[src/rtl/conv_pkg.sv]
// Shared definitions for the layer-0 conv stage and the layer-1 max-pool stage:
// geometry, result-memory bus widths, csel codes and the pool FSM encoding.
package conv_pkg;

    localparam int DATA_WIDTH = 20;               // 4.16 two's-complement pixel
    localparam int IMG_W      = 64;               // layer-0 map width/height
    localparam int ADDR_W     = 12;               // result-memory address width
    localparam int POOL_W     = IMG_W / 2;        // layer-1 map width/height
    localparam int CNT_W      = $clog2(POOL_W);   // row/col counter width
    localparam int LOG_W      = $clog2(IMG_W);    // shift for one input row

    localparam logic [2:0] SEL_NONE = 3'b000;
    localparam logic [2:0] SEL_L0   = 3'b001;
    localparam logic [2:0] SEL_L1   = 3'b011;

    localparam logic [CNT_W-1:0] CNT_LAST = CNT_W'(POOL_W - 1);

    typedef enum logic [2:0] {
        MP_IDLE,
        MP_RD0,
        MP_RD1,
        MP_RD2,
        MP_RD3,
        MP_CAP,
        MP_WR,
        MP_DONE
    } mp_state_e;

    // All registered outputs of the pool stage, kept together so they share
    // one reset and one register.
    typedef struct packed {
        logic                  busy;
        logic                  done;
        logic                  crd;
        logic [ADDR_W-1:0]     caddr_rd;
        logic                  cwr;
        logic [ADDR_W-1:0]     caddr_wr;
        logic [DATA_WIDTH-1:0] cdata_wr;
        logic [2:0]            csel;
    } mp_bus_t;

    // Full-width signed maximum; on a tie the first operand is kept, which is
    // the same value either way.
    function automatic logic [DATA_WIDTH-1:0] signed_max(
        input logic [DATA_WIDTH-1:0] a,
        input logic [DATA_WIDTH-1:0] b
    );
        return ($signed(a) >= $signed(b)) ? a : b;
    endfunction

endpackage

[src/rtl/maxpool_addr_gen.sv]
// Window and write address generation for the 2x2 stride-2 pool.
// Output (pr,pc) reads the four layer-0 words whose top-left is (2pr, 2pc)
// and writes layer-1 word pr*POOL_W + pc.
module maxpool_addr_gen
    import conv_pkg::*;
(
    input  logic [CNT_W-1:0]  pr_i,
    input  logic [CNT_W-1:0]  pc_i,
    output logic [ADDR_W-1:0] a0_o,
    output logic [ADDR_W-1:0] a1_o,
    output logic [ADDR_W-1:0] a2_o,
    output logic [ADDR_W-1:0] a3_o,
    output logic [ADDR_W-1:0] waddr_o
);

    // Row 2pr starts at (2pr)*IMG_W = pr << (LOG_W+1); column 2pc is pc << 1.
    // Bit 0 and bit LOG_W of a0 are always clear, so the neighbours are ORs.
    assign a0_o    = (ADDR_W'(pr_i) << (LOG_W + 1)) | (ADDR_W'(pc_i) << 1);
    assign a1_o    = a0_o | ADDR_W'(1);
    assign a2_o    = a0_o | ADDR_W'(IMG_W);
    assign a3_o    = a2_o | ADDR_W'(1);
    assign waddr_o = (ADDR_W'(pr_i) << CNT_W) | ADDR_W'(pc_i);

endmodule

[src/rtl/maxpool_l1.sv]
// Layer-1 2x2 stride-2 max-pool over the 64x64 layer-0 result memory.
// Each output takes six cycles: four reads, one capture of the last read
// word, one write. All bus outputs are registered and decoded from the
// next state so they line up with the state they belong to.
module maxpool_l1
    import conv_pkg::*;
(
    input  logic                  clk,
    input  logic                  reset,
    input  logic                  start,
    output logic                  busy,
    output logic                  done,
    output logic                  crd,
    output logic [ADDR_W-1:0]     caddr_rd,
    input  logic [DATA_WIDTH-1:0] cdata_rd,
    output logic                  cwr,
    output logic [ADDR_W-1:0]     caddr_wr,
    output logic [DATA_WIDTH-1:0] cdata_wr,
    output logic [2:0]            csel
);

    mp_state_e             state_q, state_d;
    logic [CNT_W-1:0]      pr_q, pr_d;
    logic [CNT_W-1:0]      pc_q, pc_d;
    logic [DATA_WIDTH-1:0] max_q, max_d;
    mp_bus_t               out_q, out_d;

    logic [ADDR_W-1:0]     a0, a1, a2, a3, waddr;

    // Addresses are generated for the next window so they can be registered
    // together with the state that uses them.
    maxpool_addr_gen u_addr_gen (
        .pr_i    (pr_d),
        .pc_i    (pc_d),
        .a0_o    (a0),
        .a1_o    (a1),
        .a2_o    (a2),
        .a3_o    (a3),
        .waddr_o (waddr)
    );

    // Next-state, counter and running-maximum logic.
    // NOTE: every variable gets a default before the case so no path leaves
    // it unassigned, which would otherwise infer a latch.
    always_comb begin
        state_d = state_q;
        pr_d    = pr_q;
        pc_d    = pc_q;
        max_d   = max_q;
        unique case (state_q)
            MP_IDLE: begin
                if (start) begin
                    state_d = MP_RD0;
                    pr_d    = '0;
                    pc_d    = '0;
                end
            end
            MP_RD0: state_d = MP_RD1;
            MP_RD1: begin
                // First word of the window is loaded as-is so all-negative
                // windows never collapse to zero.
                max_d   = cdata_rd;
                state_d = MP_RD2;
            end
            MP_RD2: begin
                max_d   = signed_max(max_q, cdata_rd);
                state_d = MP_RD3;
            end
            MP_RD3: begin
                max_d   = signed_max(max_q, cdata_rd);
                state_d = MP_CAP;
            end
            MP_CAP: begin
                max_d   = signed_max(max_q, cdata_rd);
                state_d = MP_WR;
            end
            MP_WR: begin
                if (pc_q != CNT_LAST) begin
                    pc_d    = pc_q + CNT_W'(1);
                    state_d = MP_RD0;
                end else begin
                    pc_d = '0;
                    if (pr_q != CNT_LAST) begin
                        pr_d    = pr_q + CNT_W'(1);
                        state_d = MP_RD0;
                    end else begin
                        state_d = MP_DONE;
                    end
                end
            end
            MP_DONE: state_d = MP_IDLE;
            default: state_d = MP_IDLE;
        endcase
    end

    // Bus output decode from the next state; registered below.
    always_comb begin
        out_d = '0;
        unique case (state_d)
            MP_RD0: begin
                out_d.busy = 1'b1; out_d.crd = 1'b1; out_d.caddr_rd = a0; out_d.csel = SEL_L0;
            end
            MP_RD1: begin
                out_d.busy = 1'b1; out_d.crd = 1'b1; out_d.caddr_rd = a1; out_d.csel = SEL_L0;
            end
            MP_RD2: begin
                out_d.busy = 1'b1; out_d.crd = 1'b1; out_d.caddr_rd = a2; out_d.csel = SEL_L0;
            end
            MP_RD3: begin
                out_d.busy = 1'b1; out_d.crd = 1'b1; out_d.caddr_rd = a3; out_d.csel = SEL_L0;
            end
            MP_CAP: begin
                out_d.busy = 1'b1; out_d.csel = SEL_L0;
            end
            MP_WR: begin
                out_d.busy     = 1'b1;
                out_d.cwr      = 1'b1;
                out_d.caddr_wr = waddr;
                out_d.cdata_wr = max_d;
                out_d.csel     = SEL_L1;
            end
            MP_DONE: out_d.done = 1'b1;
            default: out_d = '0;
        endcase
    end

    // State, counters, maximum and output registers; reset aborts any run.
    // NOTE: sequential state uses non-blocking assignments so every register
    // samples pre-edge values regardless of statement order.
    always_ff @(posedge clk or negedge reset) begin
        if (!reset) begin
            state_q <= MP_IDLE;
            pr_q    <= '0;
            pc_q    <= '0;
            max_q   <= '0;
            out_q   <= '0;
        end else begin
            state_q <= state_d;
            pr_q    <= pr_d;
            pc_q    <= pc_d;
            max_q   <= max_d;
            out_q   <= out_d;
        end
    end

    assign busy     = out_q.busy;
    assign done     = out_q.done;
    assign crd      = out_q.crd;
    assign caddr_rd = out_q.caddr_rd;
    assign cwr      = out_q.cwr;
    assign caddr_wr = out_q.caddr_wr;
    assign cdata_wr = out_q.cdata_wr;
    assign csel     = out_q.csel;

endmodule

[config.mk]
export PLATFORM = sky130hd
export DESIGN_NAME = maxpool_l1
export DESIGN_NICKNAME = d
export VERILOG_FILES = /design/src/rtl/conv_pkg.sv /design/src/rtl/maxpool_addr_gen.sv /design/src/rtl/maxpool_l1.sv
export SDC_FILE = /design/constraint.sdc
export NUM_CORES = 1
export LEC_CHECK = 0
export CORE_ASPECT_RATIO = 0.8
export CORE_MARGIN = 5
export CORE_UTILIZATION = 49
export DETAILED_ROUTE_END_ITERATION = 16
export GPL_ROUTABILITY_DRIVEN = 0
export PLACE_DENSITY = 0.83
export SLEW_MARGIN = 20
export SYNTH_ARGS = -nofsm -noshare
export SYNTH_HDL_FRONTEND = slang
export SYNTH_SLANG_ARGS = --single-unit
[constraint.sdc]
create_clock -name clk -period 3.2 [get_ports clk]
set_input_delay 0.32 -clock clk [delete_from_list [all_inputs] [get_ports clk]]
set_output_delay 0.32 -clock clk [all_outputs]
set_load 0.02 [all_outputs]
==> flow_summary.json <==
{
  "worstPathRequired_ns": 3.42,
  "critical_path_s_largest_stage_delay_ns": 0.59,
  "timing.final.crit_period_ns": 3.08,
  "path_clk_slew_ns": 0.08,
  "synth-edff-count": 0,
  "postRouteWirelength_um": 8120,
  "grt_max_degree": 82,
  "critPathCaptureType": "flop",
  "max_clock_freq_mhz": 325,
  "final_antenna_net_count": 0,
  "register_area_um2": 2030,
  "worst_skew_pair.late_latency_ns": 0.34,
  "final_cells": 540,
  "dieWidth_um": 108,
  "place.detailed.instances": 524,
  "asyncSetResetFlopFracSynth_pct": 100,
  "hold_slack_ns": 0.00537,
  "final_cycle_share_pct": 96.1,
  "drt_pass1_iterations": 4,
  "start_util_pct": 50.9,
  "detailed_place.area_um2": 4720,
  "syn-cell-area_um2": 3800,
  "timing.critical_path.max_delay_family": "compound AO/OA/AOI/OAI gates",
  "clock_tree.buffer_depth": 2,
  "max-cap-violations": 0,
  "post_synth.cell_area_avg_um2": 11.1,
  "layout.core_utilization_pct": 65.7,
  "port-buffer-count": 70,
  "synth_sequential_area_ratio_pct": 53.3,
  "timing.critical_path.depth": 10,
  "total_switching_power_uw": 1540,
  "rsz0062_at_grt": "false",
  "nFillCells": 570,
  "crit_chain": "clkdlybuf4s50_1, inv_1, ha_1, nand4_1, nor4_4, a21bo_2, a21oi_1, a211oi_2, o2bb2ai_4, mux2_2",
  "critical_path_peak_fanout": 19,
  "static-leakage-power_uw": 0.00246,
  "coreArea_um2": 7460,
  "routed_wire_length_per_instance_um": 15.0,
  "synth_ff_type": "dfrtp_1",
  "yosysMostFrequentCell": "dfrtp_1",
  "gr-usage-all-layers_pct": 17.7,
  "diodes": 0,
  "design.final.nets": 476,
  "netlist_instances": 341,
  "detailedRoute.firstIterationViolations": 108,
  "via_per_inst": 5.06,
  "multi_input_area_um2": 1560,
  "grt_first_pass_wirelength_um": 13300,
  "ratio_of_cells_with_drive_above_1_in_the_final_layout_pct": 14.7,
  "pwr-share-comb_pct": 46.7,
  "io-pin-count": 74,
  "drcViolationCount": 0,
  "final-setup-viol-count": 0,
  "max_slew_margin_pct": 52.2,
  "cellInternalPower_uw": 2520,
  "number_of_global_route_vias_before_repair": 2785,
  "design_area_um2": 4900,
  "tritoncts.num_buffers": 9,
  "power_density_nw_per_um2": 828,
  "number_of_antenna_violations_at_the_first_check_in_global_routing": 0,
  "fin_total_pwr_uw": 4060,
  "pwr-share-clk_pct": 16.9,
  "synthDominantAreaCellType": "dfrtp_1",
  "sw_frac_of_total_pct": 37.9,
  "cts_hold_buffers": 0,
  "standard_cell_row_count": 28,
  "finalHoldViolations": 0,
  "via_count": 2730,
  "postCtsSetupBuffers": 0,
  "yosys_warnings": 0,
  "ff2ff_path_depth": 8,
  "timing.critical_path.slowest_stage_cell": "o2bb2ai_4",
  "synthesis_stage_register_bit_count": 81,
  "synthDominantCellAreaShare_pct": 53.3,
  "worstMarginPinSlew_ns": 0.716,
  "fp.dieArea_um2": 9630,
  "outcome": "finished, final reports clean",
  "critPathBufInv": 2,
  "synth_top_cells_by_count": "dfrtp_1, nor2_1, inv_1",
  "cts.repair.resized": 0,
  "yosys-top-cells-area": "dfrtp_1, ha_1, mux2i_1, nor2_1, mux2_4",
  "min-delay-path-class": "in -> async",
  "slew_violations": 0,
  "synthDistinctLibCells": 41,
  "gr-total-overflow": 0,
  "vdd.ir_drop.worst_v": 0.000364,
  "final.setup_skew_ns": 0.00593,
  "floorplan.die.height_um": 88.8,
  "hpwl_um": 5760,
  "htreeDepth": 3,
  "cts_sinks": 81,
  "worst-setup-path-type": "in -> reg",
  "worst_setup_path_start_kind": "primary input",
  "syn2layout_area_growth_pct": 29.0,
  "cts_tree": "built",
  "seq_power_share_pct": 36.4,
  "critical_path_arrival_ns": 3.30,
  "root_buffer": "clkbuf_8"
}
==> logic make-up (layout without fill, tap and decap cells) <==
kind of cell / Yosys count / after routing / share of synthesized area (%)
and+or+nand+nor: 95 / 95 / 11.8
DFF: 81 / 81 / 53.3
AOI/OAI and AO/OA: 51 / 51 / 9.38
buffers and inverters: 50 / 142 / 5.73
muxes: 39 / 39 / 11.9
adders and majority gates: 23 / 23 / 7.57
other: 1 / 3 / 0.0987
xor gates and xnor gates: 1 / 1 / 0.231
==> layer usage <==
| metal | up-vias | wire length, um | global-route usage (%) |
|---|---|---|---|
| met5 | - | 0 | 0 |
| met4 | 0 | 114 | 6.08 |
| met3 | 13 | 417 | 5.11 |
| met2 | 64 | 3920 | 28.8 |
| met1 | 1322 | 3670 | 22.9 |
| li1 | 1331 | - | - |
==> path summary, 6_finish.rpt <==
check | startpoint | to | slack [ns]
setup / recovery | cdata_rd[15] | max_q[11] | 0.12
hold / removal | reset | cdata_wr[12] | 0.005
setup reg to reg | max_q[14] | max_q[11] | 0.24
hold reg to reg | pr_q[4] | pr_q[4] | 0.54
max in group asynchronous | reset | cdata_wr[4] | 2.70
min in group clk | pr_q[4] | pr_q[4] | 0.54
==> power groups by stage <==
stage	sequential [uW]	clock, uW	combinational, uW
after global routing	1510	751	2060
after floorplan	1520	0	1280
final	1480	685	1900
after global placement	1480	0	1820
after CTS	1470	696	1900
after detailed placement	1490	0	1890
==> registers in the layout, indices dropped and copies added (netlist names) <==
| signal | count |
|---|---|
| caddr_wr | 10 |
| busy | 1 |
| cdata_wr | 20 |
| crd | 1 |
| pr_q | 5 |
| caddr_rd | 12 |
| cwr | 1 |
| pc_q | 5 |
| csel | 2 |
| state_q | 3 |
| done | 1 |
| max_q | 20 |
==> placed cells by master (no fill, tap or decap), types with 2 or more instances in the layout <==
master | netlist | final
nor2b_1 | 2 | 2
clkdlybuf4s50_1 | 0 | 69
buf_4 | 4 | 19
a21o_1 | 4 | 4
o21a_1 | 2 | 2
mux2i_1 | 20 | 20
nor3_1 | 5 | 5
nor3b_1 | 2 | 2
nand3_1 | 6 | 6
o21ai_0 | 7 | 7
a22oi_1 | 4 | 4
mux2_2 | 9 | 9
dfrtp_1 | 81 | 81
nand2b_1 | 2 | 2
inv_1 | 36 | 36
clkinvlp_4 | 0 | 2
nand4_1 | 7 | 7
mux2_4 | 10 | 10
clkinv_2 | 0 | 2
a21oi_1 | 21 | 21
a211oi_1 | 4 | 4
nand2_1 | 11 | 11
conb_1 | 1 | 3
ha_1 | 23 | 23
clkbuf_8 | 0 | 10
nor2_1 | 53 | 53
==> cell type report <==
class | count | share of cell area [%]
multi-input cells | 212 | 31.9
clock buffers | 10 | 2.81
well taps | 105 | 2.68
inverters | 36 | 2.76
repair buffers | 90 | 17.6
flip-flops and latches | 81 | 41.4
clock inverters | 6 | 0.868
==> stage by stage <==
step	worst slack (ns)	TNS, ns
after global routing	0.00733	0
after global placement	-0.176	-2.80
after detailed placement	-0.252	-4.13
final	0.123	0
after floorplan	0.454	0
after CTS	0.0982	0
Power figures use the tool's default switching activity.
